===== src/rtl/pipe_pkg.sv =====
// Shared pipe parameters and scheduler state encoding.
// Used by pipe_sched, rr_arbiter and the pipe FIFO.
package pipe_pkg;

    localparam int DATA_W     = 18;
    localparam int NUM_REQ    = 4;
    localparam int BURST_MAX  = 4;
    localparam int FIFO_DEPTH = 8;

    typedef enum logic {
        IDLE = 1'b0,
        XFER = 1'b1
    } sched_state_e;

    // Pointer width that stays legal for a single requester.
    function automatic int ptr_w(input int n);
        return (n > 1) ? $clog2(n) : 1;
    endfunction

endpackage


===== src/rtl/rr_arbiter.sv =====
// Combinational round-robin winner select.
// Search starts at ptr and wraps; ptr must be below N.
module rr_arbiter
    import pipe_pkg::*;
#(
    parameter int N  = NUM_REQ,
    parameter int PW = ptr_w(NUM_REQ)
) (
    input  logic [N-1:0]  req,
    input  logic [PW-1:0] ptr,
    output logic [N-1:0]  win
);

    logic [2*N-1:0] rot;
    logic [2*N-1:0] pick;
    logic [2*N-1:0] spin;
    logic           found;

    // Rotate so ptr sits at bit 0, take the lowest hit, rotate back.
    always_comb begin
        rot   = {req, req} >> ptr;
        pick  = '0;
        found = 1'b0;
        for (int k = 0; k < N; k++) begin
            if (rot[k] && !found) begin
                pick[k] = 1'b1;
                found   = 1'b1;
            end
        end
        spin = pick << ptr;
        win  = spin[N-1:0] | spin[2*N-1:N];
    end

endmodule


===== src/rtl/pipe_sched.sv =====
// Write-side burst scheduler and read strobe for the pipe FIFO.
// Define PIPE_SCHED_PRIO_EN to give requester 0 fixed priority.
module pipe_sched
    import pipe_pkg::sched_state_e;
    import pipe_pkg::IDLE;
    import pipe_pkg::XFER;
    import pipe_pkg::ptr_w;
#(
    parameter int NUM_REQ   = pipe_pkg::NUM_REQ,
    parameter int DATA_W    = pipe_pkg::DATA_W,
    parameter int BURST_MAX = pipe_pkg::BURST_MAX
) (
    input  logic                      clk,
    input  logic                      rst_n,
    input  logic [NUM_REQ-1:0]        req,
    input  logic [NUM_REQ*DATA_W-1:0] req_data,
    output logic [NUM_REQ-1:0]        gnt,
    input  logic                      fifo_full,
    output logic                      fifo_wr_en,
    output logic [DATA_W-1:0]         fifo_wr_data,
    input  logic                      fifo_empty,
    input  logic                      comp_ready,
    output logic                      fifo_rd_en,
    output logic                      busy
);

    localparam int         PW        = ptr_w(NUM_REQ);
    localparam logic [2:0] BURST_LIM = 3'(BURST_MAX);

    sched_state_e       state_q, state_d;
    logic [NUM_REQ-1:0] gnt_q, gnt_d;
    logic [NUM_REQ-1:0] arb_win, win;
    logic [PW-1:0]      ptr_q, ptr_d;
    logic [PW-1:0]      owner, ptr_inc;
    logic [2:0]         cnt_q, cnt_d;
    logic [DATA_W-1:0]  sel_data;
    logic               own_req, xfer, last;
    logic               rd_q;

    rr_arbiter #(
        .N  (NUM_REQ),
        .PW (PW)
    ) u_arb (
        .req (req),
        .ptr (ptr_q),
        .win (arb_win)
    );

`ifdef PIPE_SCHED_PRIO_EN
    assign win = req[0] ? NUM_REQ'(1) : arb_win;
`else
    assign win = arb_win;
`endif

    always_comb begin
        owner    = '0;
        sel_data = '0;
        for (int i = 0; i < NUM_REQ; i++) begin
            if (gnt_q[i]) begin
                owner    = PW'(i);
                sel_data = req_data[i*DATA_W +: DATA_W];
            end
        end
    end

    assign own_req = |(gnt_q & req);
    assign xfer    = (state_q == XFER) && own_req && !fifo_full;
    assign last    = xfer && ((cnt_q + 3'd1) == BURST_LIM);
    assign ptr_inc = (owner == PW'(NUM_REQ - 1)) ? '0 : owner + PW'(1);

    always_comb begin
        state_d = state_q;
        gnt_d   = gnt_q;
        ptr_d   = ptr_q;
        cnt_d   = cnt_q;
        unique case (state_q)
            IDLE: begin
                if (|req) begin
                    state_d = XFER;
                    gnt_d   = win;
                    cnt_d   = '0;
                end
            end
            XFER: begin
                if (xfer) cnt_d = cnt_q + 3'd1;
                // Full FIFO only stalls; a dropped owner req or a full burst ends it.
                if (!own_req || last) begin
                    state_d = IDLE;
                    gnt_d   = '0;
`ifdef PIPE_SCHED_PRIO_EN
                    if (!gnt_q[0]) ptr_d = ptr_inc;
`else
                    ptr_d = ptr_inc;
`endif
                end
            end
        endcase
    end

    always_ff @(posedge clk or negedge rst_n) begin
        if (!rst_n) begin
            state_q <= IDLE;
            gnt_q   <= '0;
            ptr_q   <= '0;
            cnt_q   <= '0;
        end else begin
            state_q <= state_d;
            gnt_q   <= gnt_d;
            ptr_q   <= ptr_d;
            cnt_q   <= cnt_d;
        end
    end

    always_ff @(posedge clk or negedge rst_n) begin
        if (!rst_n) rd_q <= 1'b0;
        else        rd_q <= comp_ready && !fifo_empty;
    end

    assign gnt          = gnt_q;
    assign fifo_wr_en   = xfer;
    assign fifo_wr_data = xfer ? sel_data : '0;
    assign fifo_rd_en   = rd_q;
    assign busy         = (state_q == XFER);

endmodule


===== config.mk =====
export PLATFORM = sky130hd
export DESIGN_NAME = pipe_sched
export DESIGN_NICKNAME = d
export VERILOG_FILES = /design/src/rtl/pipe_pkg.sv /design/src/rtl/rr_arbiter.sv /design/src/rtl/pipe_sched.sv
export SDC_FILE = /design/constraint.sdc
export NUM_CORES = 1
export LEC_CHECK = 0
export ABC_AREA = 1
export BUFFER_PORTS_ARGS = -buffer_cell sky130_fd_sc_hd__buf_4
export CAP_MARGIN = 20
export CELL_PAD_IN_SITES_DETAIL_PLACEMENT = 0
export CELL_PAD_IN_SITES_GLOBAL_PLACEMENT = 1
export CORE_ASPECT_RATIO = 1.5
export CORE_MARGIN = 3
export CORE_UTILIZATION = 24
export CTS_BUF_LIST = sky130_fd_sc_hd__clkbuf_8
export DETAILED_ROUTE_END_ITERATION = 8
export GPL_TIMING_DRIVEN = 1
export PLACE_DENSITY = 0.76
export SLEW_MARGIN = 20
export SYNTH_ARGS = -nofsm -noshare
export SYNTH_HDL_FRONTEND = slang
export SYNTH_SLANG_ARGS = --single-unit

===== constraint.sdc =====
create_clock -name clk -period 1.26 [get_ports clk]
set_input_delay 0.126 -clock clk [delete_from_list [all_inputs] [get_ports clk]]
set_output_delay 0.126 -clock clk [all_outputs]
set_load 0.02 [all_outputs]

==> results.md <==
- Outcome: finished, violations left
- Failing checks: negative setup slack
- DR WL/cell: 13.6 um
- IO Pins: 106
- Comb pwr share: 0.833
- Fin crit period: 1.70 ns
- Clock Path Buffers: 2
- Clk_skew: 0.00179 ns
- Global-route wire length before repair: 10000 um
- Die ar.: 7160 sq um
- Largest cells by area after synthesis: dfrtp_1 (19%), nand2_1 (18%), o21ai_1 (14%)
- Register Area: 282 sq um
- Fin. max-slew vios: 0
- Initial antenna violation count: 0
- Unrepaired setup endpoints after global routing: true
- Antenna cell count: 0
- Post-synthesis cell count: 258
- Slew @ Worst Pin: 0.292 ns
- CTS tree: yes
- LEAKAGE: 1.50 nW
- Row cnt: 34
- Total gr overflow: 0
- Hold slack: 0.0382 ns
- Max cap viols: 0
- Int Power: 2.91 mW
- Cell variety after synth: 28
- Fin nets: 475
- CTS clock-pin slew for the worst setup and hold paths: 0.05 ns
- Switch Pwr: 2.96 mW
- Peak Freq: 587 MHz
- Chip Height: 102 um
- Syn Std Cell Area: 1480 sq um
- Final Hold Fails: 0
- Fin crit share: 1.35
- CTS sink count: 11
- Vias in the first global route: 2175
- H-tree levels: 1
- Global router's overall resource usage: 0.170
- Crit path max fanout: 13
- Starting Density: 0.252
- Syn_area_per_cell: 5.73 sq um
- Vias: 2194
- Synthesis-to-layout area growth: 105%
- CP Capture Type: primary output
- Switching Share: 0.504
- Seq pwr share: 0.109
- Drt via density: 4.74
- Fill count: 603
- Ys flop type: dfrtp_1
- Yosys reg bits: 11
- Share of cells above drive strength 1: 0.575
- PortBufs: 105
- Ys Warns: 0
- CP Class: flop to primary output
- Number of flops mapped to enable cells by yosys: 0
- Hold path startpoint: fifo_empty
- TritonRoute pass-1 iters: 4
- Setup violators final: 25
- Yosys top cell by area: dfrtp_1
- Worst path arrival time: 1.58 ns
- HPWL Detailed: 5060 um
- Startpoint types: flop
- Gpl congestion: 0.858
- CP required: 1.13 ns
- Worst Slack Setup Final: -0.442 ns
- Cell with the most instances after synthesis: nand2_1
- PwrDens: 1940 nW/um^2
- Total negative slack: -8.22 ns
- DRC: 0
- Hold Crit Class: input pin to flop
- Commonest cells post-synth: nand2_1 (69), o21ai_1 (40), nor2_1 (38), nand3_1 (24), o21ai_0 (15)
- Final wirelength: 6280 um
- Reg2Reg Launch Point: gnt[1]
- Worst slew margin: 0.806
- Initial drt markers: 81
- DIE WIDTH: 70.1 um
- Async set-reset flop share out of synthesis: 1.00
- Clock power frac: 0.057
- Post-route antenna net violation count: 0
- Worst-skew pair later-pin latency: 0.24 ns
- Root Driver: clkbuf_8
- Synth top area share: 0.186
- Worst Setup SP: gnt[2]
- Post-synth net total: 341
- Area of the multi-input gates: 1310 sq um
- Num CTS Buffers: 3
- Sequential area share after synthesis: 0.186
- Core ar.: 5870 sq um
- Largest net degree at the start of global routing: 30
- VDD IR max: 0.815 mV
[routing by layer]
metal,share of wire,GRT usage
met5,0,0
met4,0.013,0.0472
met3,0.057,0.0177
met2,0.56,0.346
met1,0.37,0.183
[kinds of logic (layout without fill, tap and decap cells)]
group | count (synthesis) | after routing | synth area share
AND/OR/NAND/NOR | 147 | 147 | 0.442
flip-flops | 11 | 11 | 0.186
adder cells (fa/ha/maj) | 2 | 2 | 0.0169
AO/OA/AOI/OAI | 63 | 63 | 0.228
buffers and inverters | 35 | 168 | 0.128
[layout make-up]
class / instances / share of cell area
clock inverters: 1 / 0.00124
flip-flops and latches: 11 / 0.0928
multi-input cells: 212 / 0.430
inverters: 19 / 0.0268
well taps: 72 / 0.0297
clock buffers: 3 / 0.0136
repair buffers: 145 / 0.406
[through the flow]
step / power (mW) / cells / area [sq um] / setup WS (ns) / util
floorplan: 3.39 / 258 / 1620 / -0.150 / -
global route: 6.44 / 463 / 3030 / -0.532 / 0.517
CTS: 5.42 / 463 / 2870 / -0.447 / 0.489
detailed placement: 4.76 / 453 / 2670 / -0.218 / 0.454
finish: 5.88 / 463 / 3030 / -0.442 / 0.517
global placement: 4.74 / 453 / 2670 / -0.207 / 0.454
[power groups by stage]
stage | sequential (mW) | combinational, mW | clock (mW)
floorplan | 0.671 | 2.72 | 0
global placement | 0.627 | 4.12 | 0
detailed placement | 0.631 | 4.13 | 0
CTS | 0.637 | 4.44 | 0.347
global route | 0.662 | 5.40 | 0.375
finish | 0.643 | 4.90 | 0.338
[registers in the layout, indices dropped and copies added (netlist names)]
name	flops
busy	1
cnt_q	3
fifo_rd_en	1
gnt	4
ptr_q	2
[what timing repair did]
| item | 4_1_cts | 5_1_grt |
|---|---|---|
| endpoints found under the hold margin | 11 | 0 |
| buffers inserted | 5 | 3 |
| pin swaps | 8 | 13 |
| resized for setup | 30 | 49 |
| endpoints found under the setup margin | 28 | 29 |
| hold buffers | 1 | 0 |
[worst paths after layout]
kind | to | slack (ns) | cells past startpoint
hold / removal | fifo_rd_en | 0.04 | 2
setup / recovery | fifo_wr_data[14] | -0.44 | 8
max in group asynchronous | gnt[2] | 0.83 | 2
setup reg to reg | cnt_q[1] | -0.15 | 8
min in group asynchronous | cnt_q[2] | 0.27 | 2
hold reg to reg | cnt_q[1] | 0.53 | 2
[layout by cell type (no fill, tap or decap), drive strengths merged, types with 3 or more instances in the layout]
master	netlist	routed
clkbuf	2	3
buf	14	144
nand3	25	25
nand2	75	75
nand4	7	7
dfrtp	11	11
inv	17	17
clkinv	2	3
o21ai	56	56
nor2	40	40
[worst max-delay path, cell delays in order, from the launching register on]
cell and delay [ns]:
dfrtp_2 0.43, clkinv_4 0.11, buf_12 0.16, buf_8 0.13, o21ai_1 0.15, o21ai_1 0.07, o21ai_1 0.10, nor2_2 0.04
buf_4 0.15
(Power assumes the default switching activity.)
